<file path="src/rtl/icsp_loader.sv">
// icsp_loader: ICSP slave that shifts PGC/PGD commands and data in/out and
// writes 14-bit words into program memory while holding the CPU core off.
module icsp_loader #(
   parameter int ADDR_W      = 12,
   parameter int PROG_CYCLES = 8
) (
   input  logic              master_clk,
   input  logic              reset_n,
   input  logic              prog_mode,
   input  logic              pgc,
   input  logic              pgd_in,
   output logic              pgd_out,
   output logic              pgd_oe,
   output logic [ADDR_W-1:0] mem_addr,
   output logic [13:0]       mem_wdata,
   output logic              mem_we,
   input  logic [13:0]       mem_rdata,
   output logic              cpu_hold,
   output logic              busy
);
   localparam int WW = $clog2(PROG_CYCLES + 1);

   typedef enum logic [2:0] {IDLE, CMD, DIN, DOUT, WRITE, WAIT} state_t;

   state_t          state;
   logic [1:0]      pgc_s, pgd_s;
   logic            pgc_q, rise, fall, bit_in, cap;
   logic [3:0]      cnt;
   logic [4:0]      cmd_sh;
   logic [5:0]      cmd;
   logic [13:0]     latch;
   logic [15:0]     frame;
   logic [WW-1:0]   wcnt;

   assign rise   = pgc_s[1] & ~pgc_q;
   assign fall   = ~pgc_s[1] & pgc_q;
   assign bit_in = pgd_s[1];
   // full command word as it stands once the 6th bit is on the line
   assign cmd    = {bit_in, cmd_sh};

   always_ff @(posedge master_clk or negedge reset_n) begin
      if (!reset_n) begin
         state     <= IDLE;
         pgc_s     <= '0;
         pgd_s     <= '0;
         pgc_q     <= 1'b0;
         cnt       <= '0;
         cmd_sh    <= '0;
         latch     <= '0;
         frame     <= '0;
         cap       <= 1'b0;
         wcnt      <= '0;
         pgd_out   <= 1'b0;
         pgd_oe    <= 1'b0;
         mem_addr  <= '0;
         mem_wdata <= '0;
         mem_we    <= 1'b0;
         cpu_hold  <= 1'b0;
         busy      <= 1'b0;
      end else begin
         pgc_s    <= {pgc_s[0], pgc};
         pgd_s    <= {pgd_s[0], pgd_in};
         pgc_q    <= pgc_s[1];
         cpu_hold <= prog_mode;
         mem_we   <= 1'b0;
         if (!prog_mode) begin
            state  <= IDLE;
            pgd_oe <= 1'b0;
            busy   <= 1'b0;
         end else begin
            case (state)
               IDLE: begin
                  state    <= CMD;
                  mem_addr <= '0;
                  latch    <= '0;
                  cnt      <= '0;
               end
               CMD: if (fall) begin
                  cmd_sh <= {bit_in, cmd_sh[4:1]};
                  cnt    <= cnt + 4'd1;
                  if (cnt == 4'd5) begin
                     cnt    <= '0;
                     state  <= cmd == 6'h02 ? DIN : cmd == 6'h04 ? DOUT : cmd == 6'h08 ? WRITE : CMD;
                     cap    <= cmd == 6'h04;
                     mem_we <= cmd == 6'h08;
                     if (cmd == 6'h06) mem_addr <= mem_addr + 1'b1;
                  end
               end
               DIN: if (fall) begin
                  cnt <= cnt + 4'd1;
                  if (cnt == 4'd15) begin
                     mem_wdata <= latch;
                     state     <= CMD;
                  end else if (cnt != 4'd0) latch <= {bit_in, latch[13:1]};
               end
               DOUT: begin
                  // frame is start(0), data LSB first, stop(0)
                  if (cap) begin
                     frame  <= {1'b0, mem_rdata, 1'b0};
                     pgd_oe <= 1'b1;
                     cap    <= 1'b0;
                  end else if (rise) begin
                     pgd_out <= frame[0];
                     frame   <= {1'b0, frame[15:1]};
                  end
                  if (fall) begin
                     cnt <= cnt + 4'd1;
                     if (cnt == 4'd15) begin
                        pgd_oe <= 1'b0;
                        state  <= CMD;
                     end
                  end
               end
               WRITE: begin
                  busy  <= 1'b1;
                  wcnt  <= WW'(PROG_CYCLES - 1);
                  state <= WAIT;
               end
               WAIT: begin
                  if (wcnt == '0) begin
                     busy  <= 1'b0;
                     cnt   <= '0;
                     state <= CMD;
                  end else wcnt <= wcnt - 1'b1;
               end
               default: state <= IDLE;
            endcase
         end
      end
   end
endmodule

</file>
<file path="config.mk">
export PLATFORM = sky130hd
export DESIGN_NAME = icsp_loader
export DESIGN_NICKNAME = d
export VERILOG_FILES = /design/src/rtl/icsp_loader.sv
export SDC_FILE = /design/constraint.sdc
export NUM_CORES = 1
export LEC_CHECK = 0
export BUFFER_PORTS_ARGS = -buffer_cell sky130_fd_sc_hd__buf_2
export CORE_AREA = 2 2 89 91
export DETAILED_ROUTE_END_ITERATION = 10
export DIE_AREA = 0 0 91 93
export GPL_TIMING_DRIVEN = 0
export PLACE_DENSITY = 0.75
export REMOVE_ABC_BUFFERS = 1
export SYNTH_ARGS = -nofsm -noshare
export SYNTH_HDL_FRONTEND = slang
export SYNTH_SLANG_ARGS = --single-unit
</file>
<file path="constraint.sdc">
create_clock -name master_clk -period 2.4 [get_ports master_clk]
set_clock_uncertainty 0.1 [all_clocks]
set_input_delay 0.36 -clock master_clk [delete_from_list [all_inputs] [get_ports master_clk]]
set_output_delay 0.36 -clock master_clk [all_outputs]
set_load 0.02 [all_outputs]
</file>
* Yosys cells after proc, flatten, opt, wreduce, memory -nomap -nowiden
Cells that the tools add are included.
** Cells by class
- $lt $le $gt $ge :: 0
- Div/mod/pow operators :: 0
- Mux-type cells :: 42
- Equal/unequal tests :: 27
- Bitwise operators :: 5
- $mul :: 0
- Shift-type cells :: 0
- $add $sub $neg :: 3
- Reduce and logical (&&, ||, !) cells :: 21
** Operators by type and width (number)
- 2-to-1 mux 14 bit :: 3
- 2-to-1 mux 12 bit :: 3
- 2-to-1 mux 16 bit :: 2
- case mux 14 bit (2 select lines) :: 1
- 2-to-1 mux 3 bit :: 9
- case mux 12 bit (2 select lines) :: 1
- 2-to-1 mux 4 bit :: 5
- AND reduction 5 bit :: 4
- != test 2 bit, second input constant :: 8
- case mux 4 bit (4 select lines) :: 1
- case mux 3 bit (5 select lines) :: 1
- 2-to-1 mux 1 bit :: 13
- adder 12 x 1 -> 12 bit, second input constant :: 1
- == test 6 x 3 -> 1 bit, second input constant :: 2
- AND reduction 4 bit :: 3
- nonzero test 2 bit :: 5
- != test 3 bit, second input constant :: 3
- AND reduction 3 bit :: 3
- case mux 4 bit (2 select lines) :: 1
- nonzero test 4 bit :: 2
- == test 3 x 2 -> 1 bit, second input constant :: 2
- == test 3 bit, second input constant :: 2
- == test 6 x 2 -> 1 bit, second input constant :: 1
- == test 6 x 4 -> 1 bit, second input constant :: 1
- other kinds (15) :: 21
** Word-level totals
- Output and inout bits :: 31
- Bits in writable memories :: 0
- Memory bits (read-only) :: 0
- Input port bits :: 19
- Memories kept :: 0
- Latch bits :: 0
- Register bits :: 83

* Depth between registers and ports, before layout
- Depth after elaboration :: 8
- Gate-level depth with buffers :: 8
- Gate-level depth less buffers :: 6

* Least setup slack after synthesis
OpenSTA, ideal clock, no wires.
- Kind :: flip-flop to flip-flop
- Start :: register cnt[1]
- End :: register mem_addr[0]
- Cell stages (with the launch flop) :: 8
- Arrival :: 1550 ps
- Slack :: 632 ps
- Path buffers :: 1
- Cell sequence :: dfrtp_1 inv_1 ha_1 and3b_1 a41oi_2 or2_4 buf_6 a21o_1
** On the way
- Cells in the longest elaborated chain, start to end :: 3
** RTL lines
- from (decl) :: RTL line 28 : logic [3:0] cnt;
- from (signal assigned) :: RTL line 80 : cnt <= cnt + 4'd1;
- from (signal assigned) :: RTL line 90 : cnt <= cnt + 4'd1;
- from (signal assigned) :: RTL line 107 : cnt <= cnt + 4'd1;
- == test 4 x 3 -> 1 bit :: RTL line 81 : if (cnt == 4'd5) begin
- != test 2 bit (no line)
- AND reduction 5 bit (no line)
- to (signal assigned) :: RTL line 86 : if (cmd == 6'h06) mem_addr <= mem_addr + 1'b1;
- to (decl) :: RTL line 14 : output logic [ADDR_W-1:0] mem_addr,
No other way between the ends.
A chain may end at the register's enable or synchronous reset.

* Worst setup path in the final report
- Start :: register state[0]
- End :: register mem_addr[9]
** On the way
- Cells in the longest elaborated chain, start to end :: 3
- Elaborated cells between the ends (all ways) :: 8
- Those cells by class :: eq/ne: 4; mux: 1; reduce/logical: 3
** RTL lines
- from (decl) :: RTL line 25 : state_t state;
- from (signal assigned) :: RTL line 83 : state <= cmd == 6'h02 ? DIN : cmd == 6'h04 ? DOUT : cmd == 6'h08 ? WRITE : CMD;
- == test 3 x 1 -> 1 bit / zero test 3 bit (equally long branches) :: RTL line 71 : case (state)
- != test 2 bit (no line) / nonzero test 2 bit (equally long branches)
- AND reduction 5 bit (no line)
Parallel ways exist; a longest one is shown, timed or not.

==> results.json <==
{
  "synth_simple_gate_area_share_pct": 15.95,
  "vdd_drop_max_v": 0.0005060,
  "ioPinCount": 50,
  "crit_arrival_ps": 2300,
  "r2r_start": "state[0]",
  "antenna_found_initial": 0,
  "min_from": "prog_mode",
  "path_class": "reg2reg",
  "routed_wl_mm": 7.670,
  "ys_seq_area_share_pct": 51.20,
  "place_area_mm2": 0.004298,
  "wire_per_inst_um": 14.81,
  "cts-buffers-inserted": 9,
  "hpwl_mm": 5.224,
  "grt_pass1_vias": 2920,
  "hold_slack_ps": 142.4,
  "grt_pass1_wl_mm": 13.74,
  "min_period_ps": 2171,
  "via_count": 2910,
  "cts_sinks": 82,
  "synth_top_family_by_area": "simple AND/OR/NAND/NOR gates",
  "end_kind": "flip-flop",
  "p_per_area_mw_per_mm2": 767.4,
  "placed_cells": 499,
  "track_usage_pct": 20.24,
  "ys_top_cells_by_area": "dfrtp_1, mux2i_1, nand2_1, mux2_1, mux2_2",
  "synth_cell_type_count": 63,
  "synth-seq-cells": 82,
  "synth_adder_area_share_pct": 1.561,
  "clkTransAtPathRegs_ps": 90,
  "crit_slowest_cell": "dfrtp_4",
  "outcome": "finished clean",
  "pwr-share-seq_pct": 50.1,
  "p_leak_nw": 2.054,
  "syn_avg_cell_area_um2": 10.92,
  "grt_max_degree": 44,
  "vias_per_cell": 5.618,
  "first_pass_iters": 6,
  "h-tree-depth": 3,
  "final_cell_area_mm2": 0.004552,
  "required_ps": 2530,
  "synth.area.mux_share_pct": 12.86,
  "reg2regPathDepth": 4,
  "clkPwrFrac_pct": 29.8,
  "yosysTopAreaCell": "dfrtp_1",
  "cpPeakStageDelay_ps": 640,
  "tritoncts": "yes",
  "critPathLaunch": "state[0]",
  "portBuffers": 49,
  "synth_top_cell_area_share_pct": 51.20,
  "die_y_um": 93,
  "start_util_pct": 53.24,
  "clk_latency_ps": 350,
  "synth_compound_area_share_pct": 13.21,
  "insertedDiodeCount": 0,
  "switching_share_pct": 32.84,
  "hold_depth": 1,
  "synth_xor_area_share_pct": 0.4371,
  "overflow": 0,
  "tightestPinTransition_ps": 917.0,
  "drive_gt1_share_pct": 22.60,
  "syn_inst": 367,
  "start_kind": "flip-flop",
  "die-area_mm2": 0.008463,
  "holdPathEnd": "cpu_hold",
  "final_antenna_net_count": 0,
  "switchingPower_mw": 1.147,
  "setup_viol": 0,
  "slew_viol_final": 0,
  "max-slew-margin-rel_pct": 38.86,
  "holdCritPathClass": "in2reg",
  "row_count": 32,
  "synthFlopType": "dfrtp_1",
  "layout_common_cells": "dfrtp_1, buf_2, nand2_1",
  "cts_root_buf": "clkbuf_8",
  "final_common_cell": "dfrtp_1",
  "rsz0062_at_grt": "false",
  "cp_max_fo": 32,
  "area_delta_synth_final_pct": 13.58,
  "drtIter0Drc": 174,
  "async_reset_ff_share_pct": 100.0,
  "yosys_warnings": 0,
  "synth_edf_count": 0,
  "max_cap_viol_count": 0,
  "coreArea_mm2": 0.007527,
  "clock.fmax_mhz": 460.5,
  "rr_endpoint": "mem_addr[9]",
  "hold_viol": 0,
  "fin_cells": 518,
  "num-nets-final": 435,
  "path_cells": "or3b_1, a41oi_4, or2_4, o221ai_1",
  "rrSetupSlack_ps": 230,
  "post-route-period-util_pct": 90.48,
  "combinationalPowerShare_pct": 20.1,
  "netlist_area_mm2": 0.004008,
  "clock_path_buffers": 2,
  "die_w_um": 91,
  "gp_congestion": 0.8081,
  "intPower_mw": 2.346,
  "power_mw": 3.493,
  "drc": 0
}
## cell type report
class | instances | area [um2]
clock buffers | 10 | 137.6
flip-flops and latches | 82 | 2056
clock inverters | 6 | 71.32
repair buffers | 53 | 297.8
multi-input cells | 243 | 1779
well taps | 102 | 127.6
fillers | 665 | 2975
inverters | 22 | 82.58
## power groups by stage
stage	Combinational [mW]	Sequential [mW]	Clock, mW
detailed placement	0.697	1.77	0
floorplan	0.361	1.85	0
CTS	0.708	1.74	1.07
global placement	0.673	1.76	0
finish	0.701	1.75	1.04
global route	0.781	1.79	1.13
## registers in the layout, summed over array words and instances (netlist names), 3 cells and up
name and flops:
frame 15, cnt 4, cmd_sh 5, mem_wdata 14, mem_addr 12, wcnt 4
latch 14, state 3
## per-stage QoR
| step | worst slack [ps] | TNS (ps) | util (%) |
|---|---|---|---|
| 2_1_floorplan | 196.6 | 0 | - |
| 3_3_place_gp | -289.0 | -4676 | 56.75 |
| 3_5_place_dp | -290.8 | -2853 | 57.10 |
| 4_1_cts | 123.7 | 0 | 60.44 |
| 5_1_grt | 15.84 | 0 | 60.47 |
| 6_report | 228.5 | 0 | 60.47 |
## worst max-delay path by stage
stage,end,slack [ps],cells past startpoint
2_1_floorplan,mem_addr[9],200,4
3_3_place_gp,mem_addr[9],-290,4
3_5_place_dp,mem_addr[9],-290,4
4_1_cts,mem_addr[9],120,4
5_1_grt,mem_wdata[12],20,4
6_report,mem_addr[9],230,4
## worst max-delay path: cells and delay by family (launching register included)
kind / cells / cell delay (ps)
AO/OA/AOI/OAI: 2 / 550
flip-flops: 1 / 640
AND/OR/NAND/NOR: 2 / 760
## per-layer routing
metal	GRT usage, %	share of wire, %	vias to the layer above
met1	27.29	45	1407
met5	0	0	-
li1	-	-	1413
met3	4.351	4.8	10
met2	32.59	49	80
met4	7.323	1.3	0
## repair_timing
item / in CTS / in global routing
gates resized for setup: 2 / 1
gates cloned: 0 / 0
hold buffers: 3 / 0
setup endpoints to repair: 13 / 5
endpoints found under the hold margin: 44 / 0
setup buffers: 0 / 0
## cell usage after synthesis, drive strengths merged (2+ instances only)
cell type / n
o311ai: 2
dfrtp: 82
nor4: 5
mux2: 20
nor2: 6
or3b: 2
inv: 22
a41oi: 3
and3: 3
o2bb2ai: 2
and3b: 2
o31ai: 2
o211ai: 6
o221ai: 6
a211o: 2
o21ai: 29
o21a: 2
or2: 3
buf: 14
a31oi: 2
clkbuf: 6
nand3b: 8
mux2i: 29
a21o: 2
ha: 5
nand2: 46
a21oi: 6
o22ai: 2
or4: 4
nor3b: 2
nor3: 4
nand3: 10
o31a: 2
nand2b: 10
nand4: 2
## cell families (layout without fill, tap and decap cells)
kind of cell	after synthesis	count (layout)
AND/OR/NAND/NOR	113	113
flip-flops	82	82
AO/OA/AOI/OAI	74	74
multiplexers	49	49
buffers and inverters	42	91
adder cells (fa/ha/maj)	5	5
XOR/XNOR	2	2
Note: power is estimated with default switching activity, not from simulation.
